<file path="src/rtl/uart_rx_ctrl_pkg.sv">
// ---------------------------------------------------------------------------
// uart_rx_ctrl_pkg
// Shared definitions for the UART receive controller: default frame
// geometry and the receive FSM state encoding (3-bit, IDLE=0 .. STOP=4).
// ---------------------------------------------------------------------------
package uart_rx_ctrl_pkg;

    localparam int DEF_DATA_WIDTH = 8;   // data bits per frame
    localparam int DEF_OVERSAMPLE = 16;  // sample_tick pulses per bit period

    typedef enum logic [2:0] {
        ST_IDLE   = 3'd0,
        ST_START  = 3'd1,
        ST_DATA   = 3'd2,
        ST_PARITY = 3'd3,
        ST_STOP   = 3'd4
    } rx_state_t;

endpackage

</file>
<file path="src/rtl/uart_rx_ctrl_sync.sv">
// ---------------------------------------------------------------------------
// rx_sync
// Two-flop synchroniser for the asynchronous serial line. Resets to 1 (line
// idle level) so that leaving reset never looks like a start bit.
// Ports:
//   i_clk    receive clock
//   i_rst_n  synchronous active-low reset
//   i_d      asynchronous input
//   o_q      synchronised output (2 cycles of latency)
// ---------------------------------------------------------------------------
module rx_sync (
    input  logic i_clk,
    input  logic i_rst_n,
    input  logic i_d,
    output logic o_q
);

    logic r_meta;
    logic r_sync;

    always_ff @(posedge i_clk) begin
        if (!i_rst_n) begin
            r_meta <= 1'b1;
            r_sync <= 1'b1;
        end else begin
            r_meta <= i_d;
            r_sync <= r_meta;
        end
    end

    assign o_q = r_sync;

endmodule

</file>
<file path="src/rtl/uart_rx_ctrl.sv">
// ---------------------------------------------------------------------------
// uart_rx_ctrl
// Receive-side sequencer for the UART serial-to-parallel datapath. Detects
// the start bit, times every bit to its centre from sample_tick, strobes the
// external SIPO once per data bit, checks the stop bit (and even parity when
// built with UART_RX_PARITY_EN) and holds the received word on a
// valid/ready handshake with framing / overrun pulses.
//
// Build option: `define UART_RX_PARITY_EN adds a parity bit between the data
// and stop bits plus the parity_err output.
//
// Ports:
//   rx_clk, rx_rst_n     clock, synchronous active-low reset
//   sample_tick          enable at OVERSAMPLE x baud
//   rx_in                asynchronous serial line (idle high)
//   shift, serial_bit    one-cycle strobe + bit value to the SIPO
//   parallel_in          SIPO parallel output
//   rx_data, rx_valid    captured word and its valid flag
//   rx_ready             consumer accept
//   framing_err          pulse: stop bit sampled low
//   overrun_err          pulse: word completed while previous unconsumed
//   parity_err           pulse: parity mismatch (UART_RX_PARITY_EN only)
//   busy                 high whenever the FSM is not IDLE
// ---------------------------------------------------------------------------
module uart_rx_ctrl
    import uart_rx_ctrl_pkg::*;
#(
    parameter int DATA_WIDTH = DEF_DATA_WIDTH,
    parameter int OVERSAMPLE = DEF_OVERSAMPLE
) (
    input  logic                  rx_clk,
    input  logic                  rx_rst_n,
    input  logic                  sample_tick,
    input  logic                  rx_in,
    output logic                  shift,
    output logic                  serial_bit,
    input  logic [DATA_WIDTH-1:0] parallel_in,
    output logic [DATA_WIDTH-1:0] rx_data,
    output logic                  rx_valid,
    input  logic                  rx_ready,
    output logic                  framing_err,
    output logic                  overrun_err,
`ifdef UART_RX_PARITY_EN
    output logic                  parity_err,
`endif
    output logic                  busy
);

    localparam int TW = $clog2(OVERSAMPLE);
    localparam int BW = $clog2(DATA_WIDTH + 1);
    localparam logic [TW-1:0] HALF_M1 = TW'(OVERSAMPLE / 2 - 1);
    localparam logic [TW-1:0] FULL_M1 = TW'(OVERSAMPLE - 1);
    localparam logic [BW-1:0] LAST_BIT = BW'(DATA_WIDTH - 1);

    rx_state_t             r_state, w_next;
    logic [TW-1:0]         r_tick_cnt;
    logic [BW-1:0]         r_bit_cnt;
    logic                  r_shift, r_serial_bit;
    logic [DATA_WIDTH-1:0] r_data;
    logic                  r_valid, r_framing, r_overrun;
    logic                  r_brk;     // stop bit was low; waiting for line high

    logic w_rx_s;
    logic w_at_half, w_at_full;
    logic w_tick_clr, w_tick_inc;
    logic w_shift, w_stop_sample, w_brk_next;
    logic w_par_ok, w_capture;

`ifdef UART_RX_PARITY_EN
    logic r_par;                      // running XOR of data + parity bits
    logic r_parity_err;
    logic w_par_sample;
`endif

    rx_sync u_sync (
        .i_clk   (rx_clk),
        .i_rst_n (rx_rst_n),
        .i_d     (rx_in),
        .o_q     (w_rx_s)
    );

    assign w_at_half = sample_tick && (r_tick_cnt == HALF_M1);
    assign w_at_full = sample_tick && (r_tick_cnt == FULL_M1);

    // Next-state / strobe decode
    always_comb begin
        w_next        = r_state;
        w_tick_clr    = 1'b0;
        w_tick_inc    = 1'b0;
        w_shift       = 1'b0;
        w_stop_sample = 1'b0;
        w_brk_next    = 1'b0;
`ifdef UART_RX_PARITY_EN
        w_par_sample  = 1'b0;
`endif
        case (r_state)
            ST_IDLE: begin
                w_tick_clr = 1'b1;
                if (!w_rx_s) w_next = ST_START;
            end
            ST_START: begin
                if (w_at_half) begin
                    w_tick_clr = 1'b1;
                    // Line back high at mid start bit: glitch, not a frame
                    w_next     = w_rx_s ? ST_IDLE : ST_DATA;
                end else if (sample_tick) begin
                    w_tick_inc = 1'b1;
                end
            end
            ST_DATA: begin
                if (w_at_full) begin
                    w_tick_clr = 1'b1;
                    w_shift    = 1'b1;
                    if (r_bit_cnt == LAST_BIT) begin
`ifdef UART_RX_PARITY_EN
                        w_next = ST_PARITY;
`else
                        w_next = ST_STOP;
`endif
                    end
                end else if (sample_tick) begin
                    w_tick_inc = 1'b1;
                end
            end
`ifdef UART_RX_PARITY_EN
            ST_PARITY: begin
                if (w_at_full) begin
                    w_tick_clr   = 1'b1;
                    w_par_sample = 1'b1;
                    w_next       = ST_STOP;
                end else if (sample_tick) begin
                    w_tick_inc = 1'b1;
                end
            end
`endif
            ST_STOP: begin
                if (r_brk) begin
                    // Hold here through a break so a low line is not a new start
                    if (w_rx_s) w_next = ST_IDLE;
                    else        w_brk_next = 1'b1;
                end else if (w_at_full) begin
                    w_tick_clr    = 1'b1;
                    w_stop_sample = 1'b1;
                    if (w_rx_s) w_next = ST_IDLE;
                    else        w_brk_next = 1'b1;
                end else if (sample_tick) begin
                    w_tick_inc = 1'b1;
                end
            end
            default: w_next = ST_IDLE;
        endcase
    end

`ifdef UART_RX_PARITY_EN
    assign w_par_ok = !r_par;
`else
    assign w_par_ok = 1'b1;
`endif
    assign w_capture = w_stop_sample && w_rx_s && w_par_ok;

    always_ff @(posedge rx_clk) begin
        if (!rx_rst_n) begin
            r_state      <= ST_IDLE;
            r_tick_cnt   <= '0;
            r_bit_cnt    <= '0;
            r_shift      <= 1'b0;
            r_serial_bit <= 1'b0;
            r_data       <= '0;
            r_valid      <= 1'b0;
            r_framing    <= 1'b0;
            r_overrun    <= 1'b0;
            r_brk        <= 1'b0;
        end else begin
            r_state <= w_next;
            r_brk   <= w_brk_next;

            if (w_tick_clr)      r_tick_cnt <= '0;
            else if (w_tick_inc) r_tick_cnt <= r_tick_cnt + TW'(1);

            if (r_state == ST_IDLE) r_bit_cnt <= '0;
            else if (w_shift)       r_bit_cnt <= r_bit_cnt + BW'(1);

            r_shift <= w_shift;
            if (w_shift) r_serial_bit <= w_rx_s;

            r_framing <= w_stop_sample && !w_rx_s;
            r_overrun <= 1'b0;

            // A same-cycle accept frees the buffer, so the new word loads
            if (w_capture) begin
                if (!r_valid || rx_ready) begin
                    r_data  <= parallel_in;
                    r_valid <= 1'b1;
                end else begin
                    r_overrun <= 1'b1;
                end
            end else if (r_valid && rx_ready) begin
                r_valid <= 1'b0;
            end
        end
    end

`ifdef UART_RX_PARITY_EN
    always_ff @(posedge rx_clk) begin
        if (!rx_rst_n) begin
            r_par        <= 1'b0;
            r_parity_err <= 1'b0;
        end else begin
            if (r_state == ST_IDLE)           r_par <= 1'b0;
            else if (w_shift || w_par_sample) r_par <= r_par ^ w_rx_s;
            r_parity_err <= w_stop_sample && r_par;
        end
    end
    assign parity_err = r_parity_err;
`endif

    assign shift       = r_shift;
    assign serial_bit  = r_serial_bit;
    assign rx_data     = r_data;
    assign rx_valid    = r_valid;
    assign framing_err = r_framing;
    assign overrun_err = r_overrun;
    assign busy        = (r_state != ST_IDLE);

endmodule

</file>
<file path="config.mk">
export PLATFORM = sky130hd
export DESIGN_NAME = uart_rx_ctrl
export DESIGN_NICKNAME = d
export VERILOG_FILES = /design/src/rtl/uart_rx_ctrl_pkg.sv /design/src/rtl/uart_rx_ctrl_sync.sv /design/src/rtl/uart_rx_ctrl.sv
export SDC_FILE = /design/constraint.sdc
export NUM_CORES = 1
export LEC_CHECK = 0
export BUFFER_PORTS_ARGS = -buffer_cell sky130_fd_sc_hd__buf_2
export CAP_MARGIN = 0
export CORE_MARGIN = 8
export CORE_UTILIZATION = 50
export CTS_BUF_LIST = sky130_fd_sc_hd__clkbuf_4
export DETAILED_ROUTE_END_ITERATION = 16
export PLACE_DENSITY = 0.82
export SETUP_SLACK_MARGIN = 0.5
export SLEW_MARGIN = 0
export SYNTH_ARGS = -nofsm -noshare
export SYNTH_HDL_FRONTEND = slang
export SYNTH_SLANG_ARGS = --single-unit
</file>
<file path="constraint.sdc">
create_clock -name rx_clk -period 6.2 [get_ports rx_clk]
set_clock_uncertainty 0.2 [all_clocks]
set_input_delay 1.24 -clock rx_clk [delete_from_list [all_inputs] [get_ports rx_clk]]
set_output_delay 1.24 -clock rx_clk [all_outputs]
set_load 0.1 [all_outputs]
</file>
After elaboration in Yosys (flattened, before gate mapping)
Cells that the tools add are included.

Add/sub/neg operators: 2. Eq/ne operators: 12. Mux-type cells: 27. Bitwise gates (word level): 1. Reductions and logical operators: 18.

Operators with widths (number): 3-bit two-way mux (7); 1-bit two-way mux (16); 3-bit one-hot mux with 4 select lines (1); 4-bit by 1-bit adder with 4-bit output (second input constant) (2); 4-bit by 3-bit equality test with 1-bit output (second input constant) (2); 2-bit inequality test (second input constant) (4); 2-bit AND reduction (4); 1-bit logical AND (5); 5-bit AND reduction (1); 4-bit equality test (second input constant) (1); 1-bit one-hot mux with 4 select lines (1); 2-bit OR reduction (2); 3-bit by 1-bit equality test with 1-bit output (second input constant) (1); 3-bit by 2-bit equality test with 1-bit output (second input constant) (1); 3-bit equality test (second input constant) (1); 3-bit logical NOT (1); 3-bit inequality test (second input constant) (1); 1-bit one-hot mux with 3 select lines (1); 3-bit nonzero test (1); 1-bit logical NOT (2); 2-bit two-way mux (1); 2-bit by 1-bit inequality test with 1-bit output (second input constant) (1); 2-bit nonzero test (1); 1-bit logical OR (1); 1-bit NOT (1).

Bits in registers: 27. Input port bits: 13. Output and inout port bits: 14. Word-level logic and storage cells: 72.

Longest topological paths before layout
Gate-level depths: netlist of the first run.

Depth after elaboration: 8. Mapped depth: 7.

Cells and area by module
Synthesis of the first run repeated with hierarchy kept, for this count alone.

Cells, all modules: 124. Area total of the unflattened synthesis: 1192.4 µm².

By module, submodules not included: uart_rx_ctrl (instances 1, cells each 120, area each 1139.8 µm²); rx_sync (instances 1, cells each 4, area each 52.6 µm²).

Worst setup path before layout of the first run
No wires, ideal clock.

Path kind: register to output. Start point: register r_state[0]. End point: output port busy. Arrival: 1.354 ns. Required time: 4.760 ns. Slack: 3.406 ns. Stages on the path, launching flop included: 3. Path buffers: 1. Cell sequence: dfxtp_1 clkbuf_1 or3_1.

Word-level cells in the longest chain between the ends: 1.

Ends and longest elaborated chain: from (decl) (line uart_rx_ctrl.sv:55) `rx_state_t r_state, w_next;`; from (signal assigned) (line uart_rx_ctrl.sv:174) `r_state <= w_next;`; 3-bit nonzero test (line uart_rx_ctrl.sv:223) `assign busy = (r_state != ST_IDLE);`; to (decl) (line uart_rx_ctrl.sv:46) `output logic busy`.

Every way passes these cells.

Final worst setup path of the first run
Same ends and word-level chain as after synthesis.

==> results.tsv, run 1 <==
metric	value	unit
status	finished, final reports clean	
min_period	2990	ps
chipHeight	64.2	um
pre_cts_slack	3120	ps
whs_endpoint	u_sync.o_q	
worst_r2r_endpoint	rx_data[1]	
crit_path_end_kind	output pin	
core-area	2210	sq um
die_w	64.2	um
numPortBuffers	26	
drt_iter0_drc	25	
power_density	223	nW/um^2
min_from	u_sync.r_meta	
hpwl	1880	um
fin_area	1330	sq um
cts_buffer_depth	2	
clock-root-buffer	clkbuf_4	
synthFlopType	dfxtp_1	
finalHoldViolCount	0	
ctsHoldBuffers	0	
synthMostInstantiatedCell	dfxtp_1	
r2r_cells	5	
grt.overflow.total	0	
maxCapViolCount	0	
die_area	4130	sq um
yosysWarnings	0	
ys_seq_area_frac	0.465	
slew_violations	0	
grt_usage	0.115	
synth_area	1160	sq um
drc	0	
fmax	0.335	GHz
start_util	0.526	
rsz0062_at_grt	no	
timing.final.crit_share	0.482	
drt-vias-per-instance	5.33	
async_flop_share	0	
max_slew_margin	0.674	
syn_to_final_growth	14.1	%
required	4760	ps
dr.pass1.iters	4	
cts.htree.levels	1	
finalSetupTns	0	ps
setup_ws	3210	ps
synth_fp_nets	139	
layout-drive-gt1-share	0.228	
r2r_start	r_state[2]	
antenna_cells	0	
cts_tree	done	
critPathMaxFanout	12	
ctsResizeCount	0	
yosysTopAreaCellShare	0.465	
grt_max_degree	15	
dpl_cell_area	1300	sq um
critPathArrivalTime	1550	ps
rows	17	
slowest_stage	dfxtp_1	
start_kind	register	
post_cts_buffers	0	
clk_latency	330	ps
syn_inst	124	
leakagePower	0.604	nW
clkTransAtPathRegs	140	ps
wl_per_cell	13.5	um
ant_nets	0	
synth_edf_count	0	
hold_depth	1	
yosys.area.top_type	dfxtp_1	
routed_wl	2380	um
ir_drop	0.148	mV
r2r_setup_slack	3820	ps
final_util	0.600	
power.total	0.296	mW
fillCellCount	201	
syn-mean-instance-area	9.38	sq um
synth-seq-cells	27	
yosys-top-cells-area	dfxtp_1 (46%), mux2i_1 (9.5%), nor2_1 (7.1%)	
hold_path.class	reg -> reg	
synth_common_cells	dfxtp_1 (27), nor2_1 (22), mux2i_1 (11)	
synth_cell_types	36	
nets	165	
grt_pass1_wl	3890	um
first_global_vias	929	
ios	27	
critPathTopFamily	flip-flops	
place.gp.congestion	0.823	
crit_type	reg -> out	
critPathBufInv	1	
cts_buffers	3	
antenna_found_initial	0	
worstMarginPinSlew	489	ps
slowest_delay	580	ps
finalSetupViolCount	0	
route.vias.total	943	
path_cells	or3_1 > buf_2	
cts.sinks	27	
## worst register-to-register path, stage by stage, from the launching register on
cell and delay, ps:
dfxtp_1 550, or4b_4 550, nor3_1 290, nand2b_1 360, mux2i_1 270, nor2_1 60
## per-stage QoR
stage / hold slack [ps] / std cells
after global routing: 238 / 177
after CTS: 227 / 177
final: 226 / 177
after floorplan: 186 / 124
after detailed placement: 209 / 173
after global placement: 190 / 173
## flip-flops by register name, indices dropped and copies added, names as in the netlist
signal / flops
u_sync.o_q: 1
r_state: 3
rx_valid: 1
serial_bit: 1
r_brk: 1
shift: 1
u_sync.r_meta: 1
r_bit_cnt: 4
overrun_err: 1
r_tick_cnt: 4
framing_err: 1
rx_data: 8
## metal layers
metal,routed length (um),share of wire,global-route usage
met1,996,0.42,0.115
met2,1280,0.54,0.216
met3,59,0.025,0.0279
met4,45,0.019,0.0572
met5,0,0,0
## layout by cell type (no fill, tap or decap), types with 2 or more instances in the layout
| cell | instances |
|---|---|
| a21oi_1 | 2 |
| and3_1 | 3 |
| buf_2 | 26 |
| clkbuf_4 | 4 |
| dfxtp_1 | 27 |
| ha_1 | 2 |
| inv_1 | 3 |
| mux2i_1 | 11 |
| nand2_1 | 6 |
| nand2b_1 | 4 |
| nand3_1 | 3 |
| nand4_1 | 2 |
| nor2_1 | 22 |
| nor3_1 | 4 |
| o21ai_0 | 3 |
| or3_1 | 4 |
| or3b_1 | 2 |
| xnor2_1 | 3 |
| xor2_1 | 3 |
## report_power, final
part / internal [mW] / leakage [nW] / switching [mW]
sequential: 0.176 / 0.218 / 0.00485
clock: 0.0296 / 0.0184 / 0.0512
combinational: 0.0115 / 0.367 / 0.0229
total: 0.217 / 0.604 / 0.0789
## how the worst max path moves through the flow
stage,endpoint,slack (ps),cells after the start,startpoint
global placement,rx_data[7],3250,6,sample_tick
global route,busy,3140,2,r_state[0]
finish,busy,3210,2,r_state[0]
floorplan,busy,3410,2,r_state[0]
detailed placement,rx_data[1],3120,6,sample_tick
CTS,busy,3190,2,r_state[0]
## cell type report
cell class              instances  area (sq um)  share of cell area
well taps                      28          35.0              0.0264
repair buffers                 26           130              0.0980
clock buffers                   4          30.0              0.0226
multi-input cells              89           581               0.437
inverters                       3          11.3             0.00848
flip-flops and latches         27           541               0.407
## logic make-up (layout without fill, tap and decap cells)
logic type	Yosys count	after routing	share of synthesized area
AND/OR/NAND/NOR	55	55	0.241
flip-flops	27	27	0.465
AO/OA/AOI/OAI	15	15	0.0968
multiplexers	11	11	0.0946
buffers and inverters	8	33	0.0366
XOR/XNOR	6	6	0.0452
adder cells (fa/ha/maj)	2	2	0.0215
Power figures use the tool's default switching activity.
==> run 2, diff against run 1 <==
--- a/config.mk
+++ b/config.mk
@@ -8,10 +8,10 @@
 export BUFFER_PORTS_ARGS = -buffer_cell sky130_fd_sc_hd__buf_2
 export CAP_MARGIN = 0
 export CORE_MARGIN = 8
-export CORE_UTILIZATION = 50
+export CORE_UTILIZATION = 49
 export CTS_BUF_LIST = sky130_fd_sc_hd__clkbuf_4
 export DETAILED_ROUTE_END_ITERATION = 16
-export PLACE_DENSITY = 0.82
+export PLACE_DENSITY = 0.84
 export SETUP_SLACK_MARGIN = 0.5
 export SLEW_MARGIN = 0
 export SYNTH_ARGS = -nofsm -noshare
==> constraint.sdc (replaced) <==
create_clock -name rx_clk -period 2.7 [get_ports rx_clk]
set_clock_uncertainty 0.2 [all_clocks]
set_input_delay 0.54 -clock rx_clk [delete_from_list [all_inputs] [get_ports rx_clk]]
set_output_delay 0.54 -clock rx_clk [all_outputs]
set_load 0.1 [all_outputs]
==> results.tsv, run 2 (synthesis gave the netlist of run 1 again) <==
metric	value	unit	change
hold_path.class	in -> reg		
antenna_found_initial	0		unchanged
ctsHoldBuffers	0		unchanged
crit_path_end_kind	register		
die_w	64.7	um	+0.76%
rsz0062_at_grt	no		
routed_wl	2540	um	+6.7%
grt_max_degree	16		+1
rows	17		unchanged
drc	0		unchanged
worstMarginPinSlew	499	ps	+9.30 ps
cts_buffer_depth	2		unchanged
max_slew_margin	0.670		-0.00391
first_global_vias	988		+6.4%
cts_buffers	3		unchanged
p_sw_frac	0.277		+0.00999
seqCellArea	546	sq um	+0.93%
intPower	0.498	mW	+130%
start_kind	register		
power_density	504	nW/um^2	+130%
cts.sinks	27		unchanged
leakagePower	0.611	nW	+1.2%
power.share.sequential	0.603		-0.007
clkTransAtPathRegs	140	ps	about the same
fmax	0.475	GHz	
layout_common_cells	dfxtp_1 (25), buf_2 (25), nor2_1 (22), mux2i_1 (11), nand2_1 (6)		
crit_type	reg -> reg		
chipHeight	64.7	um	+0.76%
hold_depth	2		+1
nets	166		+0.61%
drt_iter0_drc	25		unchanged
antenna_cells	0		unchanged
cts.htree.levels	1		unchanged
switchingPower	0.190	mW	+140%
numPortBuffers	26		unchanged
p_comb_frac	0.140		+0.024
slew_violations	0		unchanged
critPathMaxFanout	10		-2
grt_usage	0.125		+0.00937
dr.pass1.iters	4		unchanged
timing.final.crit_share	0.779		
critPathArrivalTime	2180	ps	+630 ps
required	2780	ps	-1980 ps
place.gp.congestion	0.870		+5.7%
finalHoldViolCount	0		unchanged
grt.overflow.total	0		unchanged
maxCapViolCount	0		unchanged
finalSetupViolCount	0		unchanged
final_util	0.611		+0.0111
die_area	4190	sq um	+1.5%
fillCellCount	207		+3.0%
layout-drive-gt1-share	0.267		+0.0385
layout.cells.non_filler	178		+0.56%
ir_drop	0.409	mV	+180%
dp_cells	174		+0.58%
clock-root-buffer	clkbuf_4		
wl_per_cell	14.3	um	+6.1%
r2r_cells	5		unchanged
clkPwrFrac	0.257		-0.016
multiInputGateArea	593	sq um	+2.2%
ant_nets	0		unchanged
drt-vias-per-instance	5.49		+3.1%
core-area	2230	sq um	+0.96%
min_period	2100	ps	
clk_latency	330	ps	about the same
syn_to_final_growth	17.3	%	
grt_pass1_wl	4260	um	+9.4%
finalSetupTns	0	ps	unchanged
status	finished, final reports clean		
ios	27		unchanged
largest_register_ffs	8		unchanged
start_util	0.521		-0.00501
route.vias.total	978		+3.7%
timing.hold.ws	191	ps	-34.9 ps
cts_tree	done		
hpwl	1970	um	+5.3%
run 2: per-layer routing:
layer / vias to the layer above / GRT usage / share of wire
li1: 482 / - / -
met1: 451 / 0.128 / 0.39
met2: 34 / 0.225 / 0.52
met3: 11 / 0.0275 / 0.052
met4: 0 / 0.0790 / 0.035
met5: - / 0 / 0
run 2: final timing paths:
check,start,end,slack [ps]
worst max register to register,r_state[1],r_tick_cnt[3],600
worst min register to register,u_sync.r_meta,u_sync.o_q,240
worst max-delay path,r_state[1],r_tick_cnt[3],600
worst min-delay path,rx_in,u_sync.r_meta,190
run 2: power groups by stage:
stage	registers (mW)	logic, mW	clock network [mW]
2_1_floorplan	0.415	0.0676	0
3_3_place_gp	0.423	0.0787	0
3_5_place_dp	0.423	0.0824	0
4_1_cts	0.415	0.0964	0.183
5_1_grt	0.416	0.103	0.193
6_report	0.415	0.0964	0.177
run 2: area by class of cell:
cell class,count,share of cell area
sequential,27,0.400
clock buffer,3,0.0165
inverter,3,0.00825
timing repair buffer,27,0.112
multi-input combinational,89,0.434
tap,28,0.0257
clock inverter,1,0.00367
run 2: critical path: stages, from the launching register on:
cell and delay [ps]:
dfxtp_1 420, or3b_1 420, a211oi_2 310, o311ai_2 200, or3_1 380, a21oi_1 130
run 2: per-stage QoR:
step | power, mW | instance area [sq um] | setup slack, ps
after floorplan | 0.482 | 1160 | 530
after global placement | 0.501 | 1310 | 510
after detailed placement | 0.506 | 1310 | 417
after CTS | 0.694 | 1360 | 569
after global routing | 0.712 | 1370 | 500
final | 0.688 | 1370 | 597
run 2: timing repair:
| item | in CTS | in global routing |
|---|---|---|
| setup buffers | 0 | 0 |
| cloned | 0 | 0 |
| setup endpoints to repair | 9 | 8 |
| resized for setup | 9 | 1 |
